===== config.mk =====
export PLATFORM = sky130hd
export DESIGN_NAME = parser_head_gen
export DESIGN_NICKNAME = d
export VERILOG_FILES = /design/src/rtl/parser_head_gen.sv
export SDC_FILE = /design/constraint.sdc
export NUM_CORES = 1
export LEC_CHECK = 0
export BUFFER_PORTS_ARGS = -buffer_cell sky130_fd_sc_hd__buf_2
export CAP_MARGIN = 20
export CORE_AREA = 2 2 382 384
export DETAILED_ROUTE_END_ITERATION = 8
export DIE_AREA = 0 0 384 386
export GPL_ROUTABILITY_DRIVEN = 0
export PLACE_DENSITY = 0.44
export SETUP_SLACK_MARGIN = 0.2
export SYNTH_ARGS = -nofsm -noshare
export SYNTH_HDL_FRONTEND = slang
export SYNTH_SLANG_ARGS = --single-unit

===== constraint.sdc =====
create_clock -name i_clk -period 24.3 [get_ports i_clk]
set_input_delay 2.43 -clock i_clk [delete_from_list [all_inputs] [get_ports i_clk]]
set_output_delay 2.43 -clock i_clk [all_outputs]
set_load 0.02 [all_outputs]

===== src/rtl/parser_head_gen.sv =====
// Cuts the first HEAD_SLICES beats of each packet into tagged head slices, emits one tagged
// meta slice per packet, and forwards accepted beats through a single payload register.
//
// state | meaning
// IDLE  | waiting for SOP; non-SOP beats are dropped as errors
// HEAD  | emitting head slices for the open packet
// DRAIN | head complete; remaining beats go to the payload path only
// DROP  | discarding a packet that started inside another one
module parser_head_gen #(
  parameter int DATA_WIDTH  = 256,
  parameter int HEAD_SLICES = 4,
  parameter int META_WIDTH  = 128,
  parameter int OFF_W       = 5,
  parameter int TAG_WIDTH   = OFF_W + 4
) (
  input  logic                             i_clk,
  input  logic                             i_rst,
  input  logic                             i_valid,
  output logic                             o_ready,
  input  logic [DATA_WIDTH-1:0]            i_data,
  input  logic                             i_sop,
  input  logic                             i_eop,
  input  logic [OFF_W-1:0]                 i_empty,
  input  logic [7:0]                       i_port,
  input  logic [15:0]                      i_pkt_len,
  output logic [DATA_WIDTH+TAG_WIDTH-1:0]  o_head,
  output logic [META_WIDTH+TAG_WIDTH-1:0]  o_meta,
  output logic                             o_pkt_valid,
  input  logic                             i_pkt_ready,
  output logic [DATA_WIDTH-1:0]            o_pkt_data,
  output logic                             o_pkt_sop,
  output logic                             o_pkt_eop,
  output logic [OFF_W-1:0]                 o_pkt_empty,
  output logic [15:0]                      o_err_cnt
);

  localparam int CNT_W = (HEAD_SLICES > 1) ? $clog2(HEAD_SLICES) : 1;
  localparam logic [OFF_W-1:0] OFF_FULL = OFF_W'(DATA_WIDTH / 8 - 1);
  localparam logic [CNT_W-1:0] LAST_SLICE = CNT_W'(HEAD_SLICES - 1);

  typedef enum logic [1:0] {IDLE, HEAD, DRAIN, DROP} state_t;

  state_t           state, state_nxt;
  logic [CNT_W-1:0] slice_cnt, slice_cnt_nxt;
  logic [15:0]      seq_id;
  logic             xfer, fwd, err_inc, meta_vld;
  logic             head_vld, head_shift, head_tail, head_start;
  logic [OFF_W-1:0] head_off, beat_off;

  // o_ready is forced low while reset is held, even though o_pkt_valid is already 0
  assign o_ready  = !i_rst && (!o_pkt_valid || i_pkt_ready);
  assign xfer     = i_valid && o_ready;
  assign beat_off = i_eop ? OFF_FULL - i_empty : OFF_FULL;

  always_comb begin
    state_nxt     = state;
    slice_cnt_nxt = slice_cnt;
    fwd           = 1'b0;
    err_inc       = 1'b0;
    meta_vld      = 1'b0;
    head_vld      = 1'b0;
    head_shift    = 1'b0;
    head_tail     = 1'b0;
    head_start    = 1'b0;
    head_off      = '0;
    if (xfer) begin
      case (state)
        IDLE: begin
          if (i_sop) begin
            fwd           = 1'b1;
            meta_vld      = 1'b1;
            head_vld      = 1'b1;
            head_shift    = 1'b1;
            head_start    = 1'b1;
            head_off      = beat_off;
            head_tail     = i_eop || (HEAD_SLICES == 1);
            slice_cnt_nxt = CNT_W'(1);
            if (i_eop)                  state_nxt = IDLE;
            else if (HEAD_SLICES == 1)  state_nxt = DRAIN;
            else                        state_nxt = HEAD;
          end else begin
            err_inc = 1'b1;
          end
        end
        HEAD: begin
          if (i_sop) begin
            // abort slice closes the open head; shift=0 and data=0 mark it as carrying no bytes
            err_inc   = 1'b1;
            head_vld  = 1'b1;
            head_tail = 1'b1;
            state_nxt = i_eop ? IDLE : DROP;
          end else begin
            fwd           = 1'b1;
            head_vld      = 1'b1;
            head_shift    = 1'b1;
            head_off      = beat_off;
            head_tail     = (slice_cnt == LAST_SLICE) || i_eop;
            slice_cnt_nxt = slice_cnt + CNT_W'(1);
            if (i_eop)                         state_nxt = IDLE;
            else if (slice_cnt == LAST_SLICE)  state_nxt = DRAIN;
          end
        end
        DRAIN: begin
          if (i_sop) begin
            err_inc   = 1'b1;
            state_nxt = i_eop ? IDLE : DROP;
          end else begin
            fwd = 1'b1;
            if (i_eop) state_nxt = IDLE;
          end
        end
        DROP: begin
          if (i_sop) err_inc = 1'b1;
          if (i_eop) state_nxt = IDLE;
        end
        default: state_nxt = IDLE;
      endcase
    end
  end

  always_ff @(posedge i_clk or posedge i_rst) begin
    if (i_rst) begin
      state     <= IDLE;
      slice_cnt <= '0;
      seq_id    <= '0;
      o_err_cnt <= '0;
      o_head    <= '0;
      o_meta    <= '0;
    end else begin
      state     <= state_nxt;
      slice_cnt <= slice_cnt_nxt;
      if (meta_vld) seq_id <= seq_id + 16'd1;
      if (err_inc && o_err_cnt != 16'hFFFF) o_err_cnt <= o_err_cnt + 16'd1;
      o_head <= head_vld ? {(head_shift ? i_data : {DATA_WIDTH{1'b0}}),
                            head_vld, head_shift, head_tail, head_start, head_off} : '0;
      o_meta <= meta_vld ? {seq_id, i_pkt_len, i_port, {(META_WIDTH-40){1'b0}},
                            1'b1, 1'b0, 1'b1, 1'b1, {OFF_W{1'b0}}} : '0;
    end
  end

  always_ff @(posedge i_clk or posedge i_rst) begin
    if (i_rst) begin
      o_pkt_valid <= 1'b0;
      o_pkt_data  <= '0;
      o_pkt_sop   <= 1'b0;
      o_pkt_eop   <= 1'b0;
      o_pkt_empty <= '0;
    end else if (xfer) begin
      // a consumed-but-dropped beat still frees the register, since o_ready implied it drained
      o_pkt_valid <= fwd;
      if (fwd) begin
        o_pkt_data  <= i_data;
        o_pkt_sop   <= i_sop;
        o_pkt_eop   <= i_eop;
        o_pkt_empty <= i_empty;
      end
    end else if (i_pkt_ready) begin
      o_pkt_valid <= 1'b0;
    end
  end

endmodule


==> results.py <==
metrics = {
    "pwr": {
        "internal_power_mw": 2.37,
        "switching_power_mw": 1.35,
        "swShare": 0.363,
        "clock_power_share": 0.297,
        "p_leak_nw": 15.7,
        "fin_total_pwr_mw": 3.72,
        "power_frac_seq": 0.383,
        "max-vdd-ir-drop_mv": 0.0738,
        "p_per_area_mw_per_mm2": 121,
        "combPwrFrac": 0.319,
    },
    "yosys": {
        "synthCells": 1488,
        "synth.distinct_cells": 48,
        "synth_edf_count": 0,
        "ys_ff_latch": 606,
        "syn-cell-area_sq_mm": 0.0223,
        "yosys_warnings": 0,
        "ys_seq_area_frac": 0.681,
        "synth_area_per_cell_sq_um": 15.0,
        "async_reset_ff_frac": 1.00,
        "synth_top_flop_cell": "dfrtp_1",
    },
    "worst_setup_path": {
        "critPathCaptureType": "output port",
        "cp_common_cell": "buf_2",
        "setup.worst_path.class": "primary input to output port",
        "max_stage_delay_ns": 0.26,
        "cp_data_arrival_time_ns": 3.02,
        "cp_slowest_cell": "nor2b_1",
        "crit-reg2reg-launch": "state[1]$_DFFE_PP0P_",
        "cp_cell_sequence": "buf_2 > nor2b_1 > nor2_1 > buf_2",
        "r2r_slack_ns": 20.14,
        "crit_family": "simple AND/OR/NAND/NOR gates",
        "worstPathRequired_ns": 21.87,
        "reg2reg_to": "o_pkt_data[102]$_DFFE_PP0P_",
        "cp.buffers_inverters": 2,
        "cp-start-kind": "primary input",
        "path_max_fanout": 4,
        "r2r_cells": 9,
        "startpoint": "i_pkt_ready",
    },
    "hold_path": {
        "hp-class": "register to register",
        "whs_path_depth": 1,
        "hp-start": "seq_id[15]$_DFFE_PP0P_",
        "worstHoldEndpoint": "seq_id[15]$_DFFE_PP0P_",
    },
    "sta": {
        "worst_pin_slew_ns": 1.04,
        "tns_ns": 0,
        "grt_setup_unrepaired": "no",
        "fin_crit_sh": 0.224,
        "slew_viol_final": 0,
        "finalWorstSetupSlack_ns": 18.85,
        "clock_skew_ns": 0.0203,
        "hold_ws_ns": 0.460,
        "fmax_mhz": 183,
        "finalSetupViolCount": 0,
        "hold_viol": 0,
        "finalCriticalPeriod_ns": 5.45,
        "slew_headroom": 0.306,
    },
    "cts": {
        "cts_tree": "built",
        "htree_levels": 3,
        "postCtsSetupBuffers": 0,
        "clkTransAtPathRegs_ns": 0.05,
        "ctsHoldBuffers": 0,
        "post_cts_resized": 0,
        "cts_root_buf": "clkbuf_16",
        "clock_sinks": 606,
        "insertion_delay_ns": 0.66,
        "cts_buffers": 73,
        "clock_path_buffers": 3,
    },
    "finish": {
        "nNetsFinal": 2691,
        "syn2layout_area_growth_pct": 38.1,
        "layoutNonFillerInstCount": 4361,
        "postLayoutCellArea_sq_mm": 0.0308,
        "drive_gt1_frac": 0.518,
        "n_fill_cell": 15700,
        "final_core_util": 0.213,
    },
    "floorplan": {
        "rows": 140,
        "io_pins": 974,
        "die_w_um": 384,
        "start_util": 0.154,
        "die_area_sq_mm": 0.148,
        "core-area_sq_mm": 0.145,
        "die_y_um": 386,
    },
    "grt": {
        "grt_pass1_vias": 14800,
        "grt.total_usage": 0.103,
        "grt_max_degree": 153,
        "grt_pass1_wl_um": 110000,
        "grt-ovfl-total": 0,
        "antenna_found_initial": 12,
    },
    "route": {
        "drc_errors": 0,
        "drt-met1-wl_um": 31600,
        "vias_per_cell": 3.31,
        "via_count": 14400,
        "met3_length_um": 7610,
        "ant_nets": 0,
        "top_layer": "met5",
        "postRouteWirelength_um": 79800,
        "dr.pass1.iters": 5,
        "dr_wl_met2_um": 38000,
        "wl_per_cell_um": 18.3,
        "initialDrtViolationCount": 599,
    },
    "flow_run": {
        "drv_cap": 0,
    },
    "placement": {
        "placedCellCount": 4233,
        "dp_hpwl_um": 61700,
        "portBuffers": 879,
        "post_dp_cell_area_sq_mm": 0.0284,
        "dp_slack_ns": 18.26,
    },
    "outcome": {
        "status": "completed",
    },
}
-- placed cells by master (no fill, tap or decap), drive strengths merged, types with 2 or more instances in the layout --
master	count
nor2	19
buf	894
nand3	13
bufinv	5
nor3	8
xor2	7
or3	3
nor2b	3
clkbuf	104
clkinv	14
dfrtp	606
inv	9
a21oi	11
conb	94
diode	4
ha	9
and4	5
nand4	5
nand2	24
o21ai	4
o22ai	2
xnor2	21
nand2b	3
a21boi	2
and2	296
and3	3
mux2	264
-- synthesized netlist by cell type, drive strengths merged, types with 2 or more instances --
master  count  area (sq um)
a21boi      2          18.8
a21oi      11          58.8
and2      296          1850
and3        3          18.8
and4        5          43.8
buf       153          1220
clkbuf      6          22.5
clkinv      2          12.5
dfrtp     606         15200
ha          9           113
inv         7          26.3
mux2      264          2970
nand2      24          92.6
nand2b      3          18.8
nand3      13          65.1
nand4       5          31.3
nor2       19          78.8
nor2b       3          21.3
nor3        8          45.0
o21ai       4          20.0
o22ai       2          12.5
or3         3          23.8
xnor2      21           184
xor2        7          61.3
-- power groups by stage --
stage	clock [mW]	combinational, mW	sequential, mW
floorplan	0	0.380	1.77
global placement	0	1.22	1.44
detailed placement	0	1.22	1.45
CTS	1.15	1.22	1.43
global route	1.19	1.27	1.46
finish	1.11	1.19	1.43
-- flip-flops by register name (all words and copies together) (netlist names) --
| name | count |
|---|---|
| o_pkt_sop | 1 |
| o_head | 265 |
| o_meta | 41 |
| o_pkt_data | 256 |
| slice_cnt | 2 |
| o_pkt_empty | 5 |
| o_pkt_valid | 1 |
| o_pkt_eop | 1 |
| o_err_cnt | 16 |
| seq_id | 16 |
| state | 2 |
-- worst max-delay path by stage --
stage          depth (start not counted)                          to  slack [ns]
6_report                               4                     o_ready       18.85
3_3_place_gp                           8  o_pkt_data[97]$_DFFE_PP0P_       18.29
3_5_place_dp                           8  o_pkt_data[54]$_DFFE_PP0P_       18.26
4_1_cts                                4                     o_ready       18.83
5_1_grt                                4                     o_ready       18.76
2_1_floorplan                          1    o_err_cnt[0]$_DFFE_PP0P_        4.90
-- kinds of logic (layout without fill, tap and decap cells) --
group,Yosys count,after routing,synth area share
other cells,1,98,0.000168
flops,606,606,0.681
fa+ha+maj,9,9,0.00505
buf+inv,168,1027,0.0575
simple gates,386,386,0.105
xor+xnor,28,28,0.0110
mux,265,265,0.134
compound gates,25,25,0.00708
-- worst register-to-register path, cell delays in order (launching register included) --
cell and delay [ns]:
dfrtp_1 0.42, inv_1 0.11, ha_1 0.36, nand2_1 0.11, a21boi_2 0.19, nor2_4 0.23
buf_4 0.59, buf_4 0.73, buf_4 0.80, mux2_2 0.53
-- final cells by class --
class / count / area [sq um] / share of cell area
flip-flops and latches: 606 / 15200 / 0.493
clock inverters: 20 / 334 / 0.0109
clock buffers: 104 / 2080 / 0.0677
inverters: 9 / 46.3 / 0.00150
diodes: 4 / 10.0 / 0.000325
multi-input cells: 807 / 6180 / 0.201
repair buffers: 894 / 4560 / 0.148
well taps: 1917 / 2400 / 0.0779
-- per-layer routing --
layer | up-vias | global-route usage
li1 | 6492 | -
met5 | - | 0.00617
met3 | 105 | 0.0410
met2 | 601 | 0.167
met1 | 7237 | 0.122
met4 | 2 | 0.0409
Power figures use the tool's default switching activity.
